--- src/rtl/cp0_pkg.sv ---
// Shared CP0 definitions: register numbers, exception codes and the 78-bit TLB entry layout.
package cp0_pkg;

  localparam logic [4:0] REG_INDEX    = 5'd0;
  localparam logic [4:0] REG_RANDOM   = 5'd1;
  localparam logic [4:0] REG_ENTRYLO0 = 5'd2;
  localparam logic [4:0] REG_ENTRYLO1 = 5'd3;
  localparam logic [4:0] REG_CONTEXT  = 5'd4;
  localparam logic [4:0] REG_PAGEMASK = 5'd5;
  localparam logic [4:0] REG_WIRED    = 5'd6;
  localparam logic [4:0] REG_BADVADDR = 5'd8;
  localparam logic [4:0] REG_COUNT    = 5'd9;
  localparam logic [4:0] REG_ENTRYHI  = 5'd10;
  localparam logic [4:0] REG_COMPARE  = 5'd11;
  localparam logic [4:0] REG_STATUS   = 5'd12;
  localparam logic [4:0] REG_CAUSE    = 5'd13;
  localparam logic [4:0] REG_EPC      = 5'd14;
  localparam logic [4:0] REG_CONFIG   = 5'd16;

  typedef enum logic [4:0] {
    EXC_INT  = 5'd0,
    EXC_MOD  = 5'd1,
    EXC_TLBL = 5'd2,
    EXC_TLBS = 5'd3,
    EXC_ADEL = 5'd4,
    EXC_ADES = 5'd5,
    EXC_SYS  = 5'd8,
    EXC_BP   = 5'd9,
    EXC_RI   = 5'd10,
    EXC_OV   = 5'd12
  } exc_code_e;

  // {VPN2,ASID,G,PFN0,C0,D0,V0,PFN1,C1,D1,V1}, LSB offsets
  localparam int unsigned TLB_ENTRY_W  = 78;
  localparam int unsigned TLB_V1_LSB   = 0;
  localparam int unsigned TLB_D1_LSB   = 1;
  localparam int unsigned TLB_C1_LSB   = 2;
  localparam int unsigned TLB_PFN1_LSB = 5;
  localparam int unsigned TLB_V0_LSB   = 25;
  localparam int unsigned TLB_D0_LSB   = 26;
  localparam int unsigned TLB_C0_LSB   = 27;
  localparam int unsigned TLB_PFN0_LSB = 30;
  localparam int unsigned TLB_G_LSB    = 50;
  localparam int unsigned TLB_ASID_LSB = 51;
  localparam int unsigned TLB_VPN2_LSB = 59;

  localparam int unsigned TLB_PFN_W  = 20;
  localparam int unsigned TLB_C_W    = 3;
  localparam int unsigned TLB_ASID_W = 8;
  localparam int unsigned TLB_VPN2_W = 19;
  // {PFN,C,D,V} of one page half, contiguous in the entry
  localparam int unsigned TLB_LO_W   = TLB_PFN_W + TLB_C_W + 2;

endpackage

--- src/rtl/cp0_timer.sv ---
// CP0 Count/Compare timer with a power-of-two prescaler and sticky timer-interrupt flag.
module cp0_timer #(
  parameter int unsigned COUNT_DIV = 2
) (
  input  logic        clk,
  input  logic        rst,
  input  logic        cnt_wen,
  input  logic        cmp_wen,
  input  logic [31:0] wdata,
  output logic [31:0] count,
  output logic [31:0] compare,
  output logic        ti
);

  localparam int unsigned PW = (COUNT_DIV > 1) ? $clog2(COUNT_DIV) : 1;

  logic [PW-1:0] presc;
  logic          tick;
  logic [31:0]   count_nxt;

  always_comb begin
    tick      = (presc == PW'(COUNT_DIV - 1));
    count_nxt = count;
    if (cnt_wen)
      count_nxt = wdata;
    else if (tick)
      count_nxt = count + 32'd1;
  end

  always_ff @(posedge clk) begin
    if (rst) begin
      presc   <= '0;
      count   <= '0;
      compare <= '0;
      ti      <= 1'b0;
    end else begin
      presc <= (cnt_wen || tick) ? '0 : presc + PW'(1);
      count <= count_nxt;
      if (cmp_wen)
        compare <= wdata;
      // a Compare write clears TI even when Count reaches Compare on the same edge
      if (cmp_wen)
        ti <= 1'b0;
      else if (count_nxt != count && count_nxt == compare)
        ti <= 1'b1;
    end
  end

endmodule

--- src/rtl/cp0_regfile_tlb.sv ---
// CP0 register file with TLB management registers, exception/interrupt state and timer.
// Define CP0_CONFIG_EN to expose read-only Config/Config1 at {16,0}/{16,1}.
module cp0_regfile_tlb
  import cp0_pkg::*;
#(
  parameter  int unsigned TLBNUM    = 16,
  parameter  int unsigned COUNT_DIV = 2,
  localparam int unsigned IW        = $clog2(TLBNUM)
) (
  input  logic                   clk,
  input  logic                   rst,
  input  logic [7:0]             cp0_addr,
  output logic [31:0]            cp0_rdata,
  input  logic                   cp0_wen,
  input  logic [31:0]            cp0_wdata,
  input  logic                   exc_valid,
  input  logic [4:0]             exc_code,
  input  logic [31:0]            exc_pc,
  input  logic                   exc_bd,
  input  logic [31:0]            exc_badvaddr,
  input  logic                   eret,
  input  logic [5:0]             hw_int,
  output logic                   int_req,
  output logic [31:0]            epc,
  input  logic                   tlbp_wen,
  input  logic                   tlbp_hit,
  input  logic [IW-1:0]          tlbp_idx,
  input  logic                   tlbr_wen,
  input  logic [TLB_ENTRY_W-1:0] tlbr_entry,
  output logic [31:0]            entryhi,
  output logic [IW-1:0]          tlb_index,
  output logic [IW-1:0]          tlb_random,
  output logic [TLB_ENTRY_W-1:0] tlbw_entry
);

  localparam logic [IW-1:0] RAND_TOP = IW'(TLBNUM - 1);

  logic                idx_p;
  logic [IW-1:0]       idx_q, random_q, wired_q;
  logic [TLB_LO_W:0]   lo0_q, lo1_q;
  logic [8:0]          ctx_base;
  logic [18:0]         ctx_vpn2;
  logic [18:0]         ehi_vpn2;
  logic [7:0]          ehi_asid;
  logic [31:0]         badvaddr_q, epc_q;
  logic [7:0]          im;
  logic                exl, ie;
  logic                cause_bd;
  logic [4:0]          exccode;
  logic [7:0]          ip;
  logic [31:0]         count, compare;
  logic                ti;

  logic wr_index, wr_lo0, wr_lo1, wr_context, wr_wired, wr_entryhi;
  logic wr_status, wr_cause, wr_epc, wr_count, wr_compare;
  logic exc_tlb, exc_bva;

  always_comb begin
    wr_index   = cp0_wen && cp0_addr == {REG_INDEX,    3'd0};
    wr_lo0     = cp0_wen && cp0_addr == {REG_ENTRYLO0, 3'd0};
    wr_lo1     = cp0_wen && cp0_addr == {REG_ENTRYLO1, 3'd0};
    wr_context = cp0_wen && cp0_addr == {REG_CONTEXT,  3'd0};
    wr_wired   = cp0_wen && cp0_addr == {REG_WIRED,    3'd0};
    wr_entryhi = cp0_wen && cp0_addr == {REG_ENTRYHI,  3'd0};
    wr_status  = cp0_wen && cp0_addr == {REG_STATUS,   3'd0};
    wr_cause   = cp0_wen && cp0_addr == {REG_CAUSE,    3'd0};
    wr_epc     = cp0_wen && cp0_addr == {REG_EPC,      3'd0};
    wr_count   = cp0_wen && cp0_addr == {REG_COUNT,    3'd0};
    wr_compare = cp0_wen && cp0_addr == {REG_COMPARE,  3'd0};
    exc_tlb    = exc_valid && (exc_code inside {EXC_MOD, EXC_TLBL, EXC_TLBS});
    exc_bva    = exc_tlb || (exc_valid && (exc_code inside {EXC_ADEL, EXC_ADES}));
  end

  cp0_timer #(.COUNT_DIV(COUNT_DIV)) u_timer (
    .clk     (clk),
    .rst     (rst),
    .cnt_wen (wr_count),
    .cmp_wen (wr_compare),
    .wdata   (cp0_wdata),
    .count   (count),
    .compare (compare),
    .ti      (ti)
  );

  // Each register takes at most one source per edge; the if/else order encodes priority.
  always_ff @(posedge clk) begin
    if (rst) begin
      idx_p      <= 1'b0;
      idx_q      <= '0;
      random_q   <= RAND_TOP;
      wired_q    <= '0;
      lo0_q      <= '0;
      lo1_q      <= '0;
      ctx_base   <= '0;
      ctx_vpn2   <= '0;
      ehi_vpn2   <= '0;
      ehi_asid   <= '0;
      badvaddr_q <= '0;
      epc_q      <= '0;
      im         <= '0;
      exl        <= 1'b0;
      ie         <= 1'b0;
      cause_bd   <= 1'b0;
      exccode    <= '0;
      ip         <= '0;
    end else begin
      if (tlbp_wen) begin
        idx_p <= ~tlbp_hit;
        idx_q <= tlbp_hit ? tlbp_idx : '0;
      end else if (wr_index)
        idx_q <= cp0_wdata[IW-1:0];

      if (wr_wired || random_q <= wired_q)
        random_q <= RAND_TOP;
      else
        random_q <= random_q - IW'(1);
      if (wr_wired)
        wired_q <= cp0_wdata[IW-1:0];

      if (exc_tlb)
        ehi_vpn2 <= exc_badvaddr[31:13];
      else if (tlbr_wen) begin
        ehi_vpn2 <= tlbr_entry[TLB_VPN2_LSB +: TLB_VPN2_W];
        ehi_asid <= tlbr_entry[TLB_ASID_LSB +: TLB_ASID_W];
      end else if (wr_entryhi) begin
        ehi_vpn2 <= cp0_wdata[31:13];
        ehi_asid <= cp0_wdata[7:0];
      end

      if (tlbr_wen) begin
        lo0_q <= {tlbr_entry[TLB_V0_LSB +: TLB_LO_W], tlbr_entry[TLB_G_LSB]};
        lo1_q <= {tlbr_entry[TLB_V1_LSB +: TLB_LO_W], tlbr_entry[TLB_G_LSB]};
      end else begin
        if (wr_lo0) lo0_q <= cp0_wdata[TLB_LO_W:0];
        if (wr_lo1) lo1_q <= cp0_wdata[TLB_LO_W:0];
      end

      if (exc_tlb)
        ctx_vpn2 <= exc_badvaddr[31:13];
      else if (wr_context)
        ctx_base <= cp0_wdata[31:23];

      if (exc_bva)
        badvaddr_q <= exc_badvaddr;

      if (exc_valid)
        exl <= 1'b1;
      else if (eret)
        exl <= 1'b0;
      else if (wr_status) begin
        im  <= cp0_wdata[15:8];
        exl <= cp0_wdata[1];
        ie  <= cp0_wdata[0];
      end

      ip[7:2] <= {hw_int[5] | ti, hw_int[4:0]};
      if (exc_valid) begin
        exccode <= exc_code;
        if (!exl)
          cause_bd <= exc_bd;
      end else if (wr_cause)
        ip[1:0] <= cp0_wdata[9:8];

      if (exc_valid) begin
        if (!exl)
          epc_q <= exc_bd ? exc_pc - 32'd4 : exc_pc;
      end else if (wr_epc)
        epc_q <= cp0_wdata;
    end
  end

  always_comb begin
    cp0_rdata = '0;
    case (cp0_addr)
      {REG_INDEX,    3'd0}: cp0_rdata = {idx_p, {(31-IW){1'b0}}, idx_q};
      {REG_RANDOM,   3'd0}: cp0_rdata = {{(32-IW){1'b0}}, random_q};
      {REG_ENTRYLO0, 3'd0}: cp0_rdata = {{(31-TLB_LO_W){1'b0}}, lo0_q};
      {REG_ENTRYLO1, 3'd0}: cp0_rdata = {{(31-TLB_LO_W){1'b0}}, lo1_q};
      {REG_CONTEXT,  3'd0}: cp0_rdata = {ctx_base, ctx_vpn2, 4'b0};
      {REG_WIRED,    3'd0}: cp0_rdata = {{(32-IW){1'b0}}, wired_q};
      {REG_BADVADDR, 3'd0}: cp0_rdata = badvaddr_q;
      {REG_COUNT,    3'd0}: cp0_rdata = count;
      {REG_ENTRYHI,  3'd0}: cp0_rdata = {ehi_vpn2, 5'b0, ehi_asid};
      {REG_COMPARE,  3'd0}: cp0_rdata = compare;
      {REG_STATUS,   3'd0}: cp0_rdata = {9'b0, 1'b1, 6'b0, im, 6'b0, exl, ie};
      {REG_CAUSE,    3'd0}: cp0_rdata = {cause_bd, ti, 14'b0, ip, 1'b0, exccode, 2'b0};
      {REG_EPC,      3'd0}: cp0_rdata = epc_q;
`ifdef CP0_CONFIG_EN
      {REG_CONFIG,   3'd0}: cp0_rdata = 32'h8000_0003;
      {REG_CONFIG,   3'd1}: cp0_rdata = {1'b0, 6'(TLBNUM - 1), 25'h0};
`endif
      default:              cp0_rdata = '0;
    endcase
  end

  assign int_req    = !exl && ie && |(im & ip);
  assign epc        = epc_q;
  assign entryhi    = {ehi_vpn2, 5'b0, ehi_asid};
  assign tlb_index  = idx_q;
  assign tlb_random = random_q;
  assign tlbw_entry = {ehi_vpn2, ehi_asid, lo0_q[0] & lo1_q[0],
                       lo0_q[TLB_LO_W:1], lo1_q[TLB_LO_W:1]};

endmodule

--- config.mk ---
export PLATFORM = sky130hd
export DESIGN_NAME = cp0_regfile_tlb
export DESIGN_NICKNAME = d
export VERILOG_FILES = /design/src/rtl/cp0_pkg.sv /design/src/rtl/cp0_timer.sv /design/src/rtl/cp0_regfile_tlb.sv
export SDC_FILE = /design/constraint.sdc
export NUM_CORES = 1
export LEC_CHECK = 0
export ABC_AREA = 1
export BUFFER_PORTS_ARGS = -buffer_cell sky130_fd_sc_hd__buf_2
export CAP_MARGIN = 10
export CELL_PAD_IN_SITES_DETAIL_PLACEMENT = 1
export CELL_PAD_IN_SITES_GLOBAL_PLACEMENT = 1
export CORE_ASPECT_RATIO = 0.5
export CORE_UTILIZATION = 34
export CTS_CLUSTER_DIAMETER = 100
export DETAILED_ROUTE_END_ITERATION = 7
export PLACE_DENSITY_LB_ADDON = 0.1
export SETUP_SLACK_MARGIN = 0.2
export SYNTH_ARGS = -nofsm -noshare
export SYNTH_HDL_FRONTEND = slang
export SYNTH_SLANG_ARGS = --single-unit
--- constraint.sdc ---
create_clock -name clk -period 2.6 [get_ports clk]
set_clock_uncertainty 0.2 [all_clocks]
set_input_delay 0.52 -clock clk [delete_from_list [all_inputs] [get_ports clk]]
set_output_delay 0.52 -clock clk [all_outputs]
set_load 0.03 [all_outputs]
### Word-level counts from Yosys, hierarchy flattened

Index checks and enable logic that the tools add are counted.

* register bits after elaboration: 274
* latch bits: 0
* memory bits (writable): 0
* ROM bits: 0
* output and inout port bits: 183
* logic and storage cells: 118
* memories: 0

* add/sub/neg operators: 4
* $mul: 0
* div/mod/pow operators: 0
* magnitude comparators: 1
* eq/ne operators: 20
* shifts and indexed selects: 0
* multiplexer cells: 22
* bitwise operators: 8
* reductions and logical operators: 40

Operator list (count)
* 32-bit case mux with 13 select lines: 1
* 32-bit two-way mux: 6
* 26-bit two-way mux: 4
* 19-bit two-way mux: 3
* 8-bit by 7-bit == test with 1-bit output (second input constant): 7
* 32-bit by 1-bit adder with 32-bit output (second input constant): 1
* 32-bit == test: 1
* 32-bit inequality test: 1
* 32-bit by 3-bit subtractor with 32-bit output (second input constant): 1
* 8-bit by 5-bit == test with 1-bit output (second input constant): 2
* 8-bit by 6-bit == test with 1-bit output (second input constant): 2
* 1-bit logical AND: 16
* 8-bit two-way mux: 2
* 4-bit two-way mux: 3
* 2-bit nonzero test: 6
* 5-bit by 2-bit == test with 1-bit output (second input constant): 2
* 5-bit by 3-bit == test with 1-bit output (second input constant): 2
* 2-bit AND reduction: 5
* 3-bit nonzero test: 3
* 8-bit AND: 1
* 8-bit by 4-bit == test with 1-bit output (second input constant): 1
* 8-bit logical NOT: 1
* 8-bit OR reduction: 1
* 2-bit OR reduction: 3
* other kinds (12): 20

### Depth between registers and ports, before layout

* depth after elaboration: 5
* depth in mapped cells: 19
* depth with buffers taken out: 19

### Cells and area by module

A second synthesis with hierarchy kept.

* cell total of the unflattened synthesis: 2688
* area, all modules: 16787.4 µm²

By module, submodules not included
* cp0_regfile_tlb: times used 1, cells each 1813, area each 11865.1 µm², seq. area each 4164.0 µm²
* cp0_timer: times used 1, cells each 875, area each 4922.2 µm², seq. area each 1321.3 µm²

### Worst setup path before layout

OpenSTA, ideal clock, no wires.

* path type: input-to-output
* start: in cp0_addr[0]
* end: out cp0_rdata[8]
* arrival: 2.175 ns
* setup slack: -0.295 ns
* cell stages on the path: 10
* buffers on the path: 1
* path through: inv_1 > nand2_1 > nor3_2 > inv_1 > nor2_1 > inv_2 > nor2_1 > clkbuf_1 > a221oi_1 > o2111ai_1

* word-level cells in the longest chain between the ends: 2

RTL lines
* from (decl): RTL line cp0_regfile_tlb.sv:12 `input logic [7:0] cp0_addr,`
* 8-bit by 7-bit == test with 1-bit output (tied with other cells): RTL line cp0_regfile_tlb.sv:174 `case (cp0_addr)`
* 32-bit case mux with 13 select lines *: RTL line cp0_regfile_tlb.sv:174
* to (decl): RTL line cp0_regfile_tlb.sv:13 `output logic [31:0] cp0_rdata,`

Mark *: on every way between the ends. The rest lies on a longest branch, timed or not.

### Worst setup path after layout

* start: in cp0_addr[1]
* end: out cp0_rdata[12]

Same word-level chain as after synthesis.

==> run metrics <==
Fill cells=5814; number of enable flip-flop cells after synthesis=0; drt via density=5.530; Max Fclk=around 0.35 GHz; ratio of cells with drive above 1 in the final layout=between 30% and 40%; Routability Congestion=between 1 and 1.5; Buf+Inv Stages, Crit Path=6; initial antenna violation count=10; Cell Pwr Density=~470 nW/um^2; Initial Util=around a third; Peak VDD IR=about 0.48 mV; crit-path max FO=5; WP data required=1.88 ns; clk_lat worst skew=0.58 ns; Worst slew margin=around 51%; row count=55; clk slew on worst S/H paths=0.06 ns; placed insts=~3500; crit path DAT=2.14 ns; CTS sink cnt=274; largest net degree at the start of global routing=69; post-synth top area share=34.76%; status=complete, but fails checks; Layout area overhead=49.90%; Root Buffer=clkbuf_16; crit-path most repeated cell=buf_6; PortBufs=~380; Chip Width=between 300 and 400 microns; RSZ-0062 raised after global routing=yes; CTS tree=done; Slew @ Worst Pin=0.7356 ns; Mapped Cells=~2400; critical path startpoint category=input port; WL per Instance=24.85 microns; Top Family by Delay on Critical Path=buffers and inverters; commonest register cell after synthesis=dfxtp_1; grt total ovfl=0; CP Capture Type=output pin; post-synthesis sequential area ratio=34.76%; Lkg Pwr=10.84 nW; die height=154.3 microns; vias in the first global route=19430; Max Cap Viol=0; core area=45490 sq um; IO Count=around 390; Routed WL=~92 mm; Detail Route Antenna Nets=0; Pins Over Slew Limit=0; FF+latch count, synth=274; Hold WS=about 0.0073 ns; synthesized area per cell=6.524 sq um; Total GRT Usage=37.16%; Starting DRT DRC Count=2131; cts bufs inserted=28; post-route clock period utilization=110.2%; Cell Chain, Critical Path=buf_6, inv_12, nand2_4, nor2_4, buf_6, nand2_8, clkinvlp_4, a221oi_4, buf_4, nand4_1, buf_6; final worst setup slack=-0.2643 ns; top cells by area, synth=dfxtp_1 35%, nand2_1 13%, a21oi_1 6.9%; distinct cell type count after synthesis=50; drt first pass iters=6; dpl ws=-0.5687 ns; Final min period=2.864 ns; die area=~47000 sq um; DRC errors left=0; slowest CP cell=a221oi_4; failing checks=setup timing; Setup CP Type=input port to output pin; nets=3257; Final Setup Violations=32; H-tree levels=1; CTS Buffer Depth=3; Ys Warns=0; first-pass GRT wire length=about 130 mm; worst hold path class=input port to flop; Vias=20450; Hold Fails Final Rpt=0; fin cells=between 3000 and 4000; delay of the slowest cell on the worst path=0.36 ns; Synth Cell Area=~16000 sq um; Async SR Flop Fraction=0%; Post-DP HPWL=70.81 mm; top cell type by total area after synthesis=dfxtp_1
[where the power goes]
group          leakage [nW]  internal [mW]  switching (mW)
clock network         0.484           2.64            1.95
logic                  8.10          0.649            1.27
registers              2.26           4.38           0.252
total                  10.8           7.67            3.47
[cells by family (layout without fill, tap and decap cells)]
family	after synthesis	count (layout)	synth area share, %
and+or+nand+nor	1090	1091	29.16
AOI/OAI and AO/OA	607	607	21.99
buffers and inverters	414	1053	12.07
DFF	274	274	34.76
xor gates and xnor gates	26	26	1.443
adders and majority gates	7	7	0.5549
other	1	12	0.02376
[cell usage after synthesis (5+ instances only)]
cell type and n:
a31oi_1 53, buf_2 5, nor2_1 281, o211ai_1 8, nor2_2 7, dfxtp_1 274, o22ai_1 24, a22oi_1 12
nor3_1 15, ha_1 7, nand2_1 566, buf_4 86, xnor2_1 6, buf_1 6, a211oi_1 8, a221oi_1 41
o21ai_0 217, xor2_1 20, clkbuf_1 103, inv_1 203, nand3_1 135, a22o_1 9, o221a_2 5, nand2_2 13
a221o_1 5, a21oi_1 217, nand4_1 37, or2_2 16, nor2_4 8
[metrics by stage]
stage          power (mW)  setup TNS [ns]  utilization [%]  cell area (sq um)
3_3_place_gp        6.426          -17.77            44.62              20300
6_report            11.14          -5.857            52.01              23660
2_1_floorplan       5.627               0                -              16130
3_5_place_dp        6.448          -20.18            44.62              20300
4_1_cts             11.06          -6.032            50.35              22900
5_1_grt             11.43          -7.652            51.99              23650
[metal layers]
layer,vias up,wire [microns],GRT usage [%]
met5,-,9,0
met4,2,2254,8.357
li1,9276,-,-
met2,943,38290,53.40
met1,10090,42400,55.81
met3,134,8919,7.824
[path summary, 6_finish.rpt]
| path | endpoint | slack, ns | cells after the start | from |
|---|---|---|---|---|
| worst max-delay path | cp0_rdata[12] | -0.26 | 11 | cp0_addr[1] |
| worst min-delay path | lo0_q[19] | 0.007 | 3 | tlbr_entry[43] |
| worst max register to register | u_timer.ti | 0.07 | 18 | u_timer.count[1] |
| worst min register to register | tlb_random[0] | 0.24 | 1 | tlb_random[0] |
[registers in the layout (all words and copies together) (netlist names), 4 cells and up]
signal and flops:
badvaddr_q 32, ctx_base 9, ctx_vpn2 19, ehi_asid 8, ehi_vpn2 19, epc 32, exccode 5, im 8
ip 8, lo0_q 26, lo1_q 26, tlb_index 4, tlb_random 4, u_timer.compare 32, u_timer.count 32, wired_q 4
[worst register-to-register path, stage by stage, from the launching register on]
cell	delay (ns)
dfxtp_4	0.40
ha_4	0.16
nand2_4	0.06
nor2_4	0.14
buf_6	0.15
nand3_1	0.07
nand2_1	0.06
nand2_1	0.07
nand2_2	0.10
nand2_2	0.07
buf_4	0.14
nand2_1	0.06
nand4_1	0.10
nor2_2	0.19
nand2_1	0.09
nor2_2	0.16
nand3_2	0.08
nand2_2	0.07
a21oi_2	0.05
[cell usage in the layout, fill, tap and decap left out, types with 37 or more instances in the layout]
| cell | count |
|---|---|
| dfxtp_1 | 245 |
| a31oi_1 | 53 |
| nand3_1 | 107 |
| a21oi_1 | 202 |
| nor2_1 | 250 |
| buf_2 | 341 |
| buf_4 | 321 |
| inv_1 | 178 |
| o21ai_0 | 203 |
| nand2_2 | 69 |
| nand4_1 | 37 |
| buf_6 | 60 |
| nand2_1 | 489 |
| dlygate4sd3_1 | 37 |
[layout make-up]
| type | count | area (sq um) | share of cell area, % |
|---|---|---|---|
| repair buffers | 793 | 5846 | 24.71 |
| inverters | 211 | 828.3 | 3.501 |
| clock inverters | 10 | 188.9 | 0.7986 |
| clock buffers | 39 | 802.0 | 3.390 |
| flip-flops and latches | 274 | 5537 | 23.40 |
| diodes | 7 | 17.52 | 0.07404 |
| multi-input cells | 1736 | 9654 | 40.81 |
| well taps | 627 | 784.5 | 3.316 |
[what timing repair did]
item | in CTS | in global routing
resized for setup | 272 | 147
hold endpoints to repair | 37 | 0
pin swaps | 41 | 76
gates cloned | 2 | 2
hold buffers | 37 | 0
buffers inserted | 28 | 23
endpoints found under the setup margin | 34 | 55
Power figures use the tool's default switching activity.
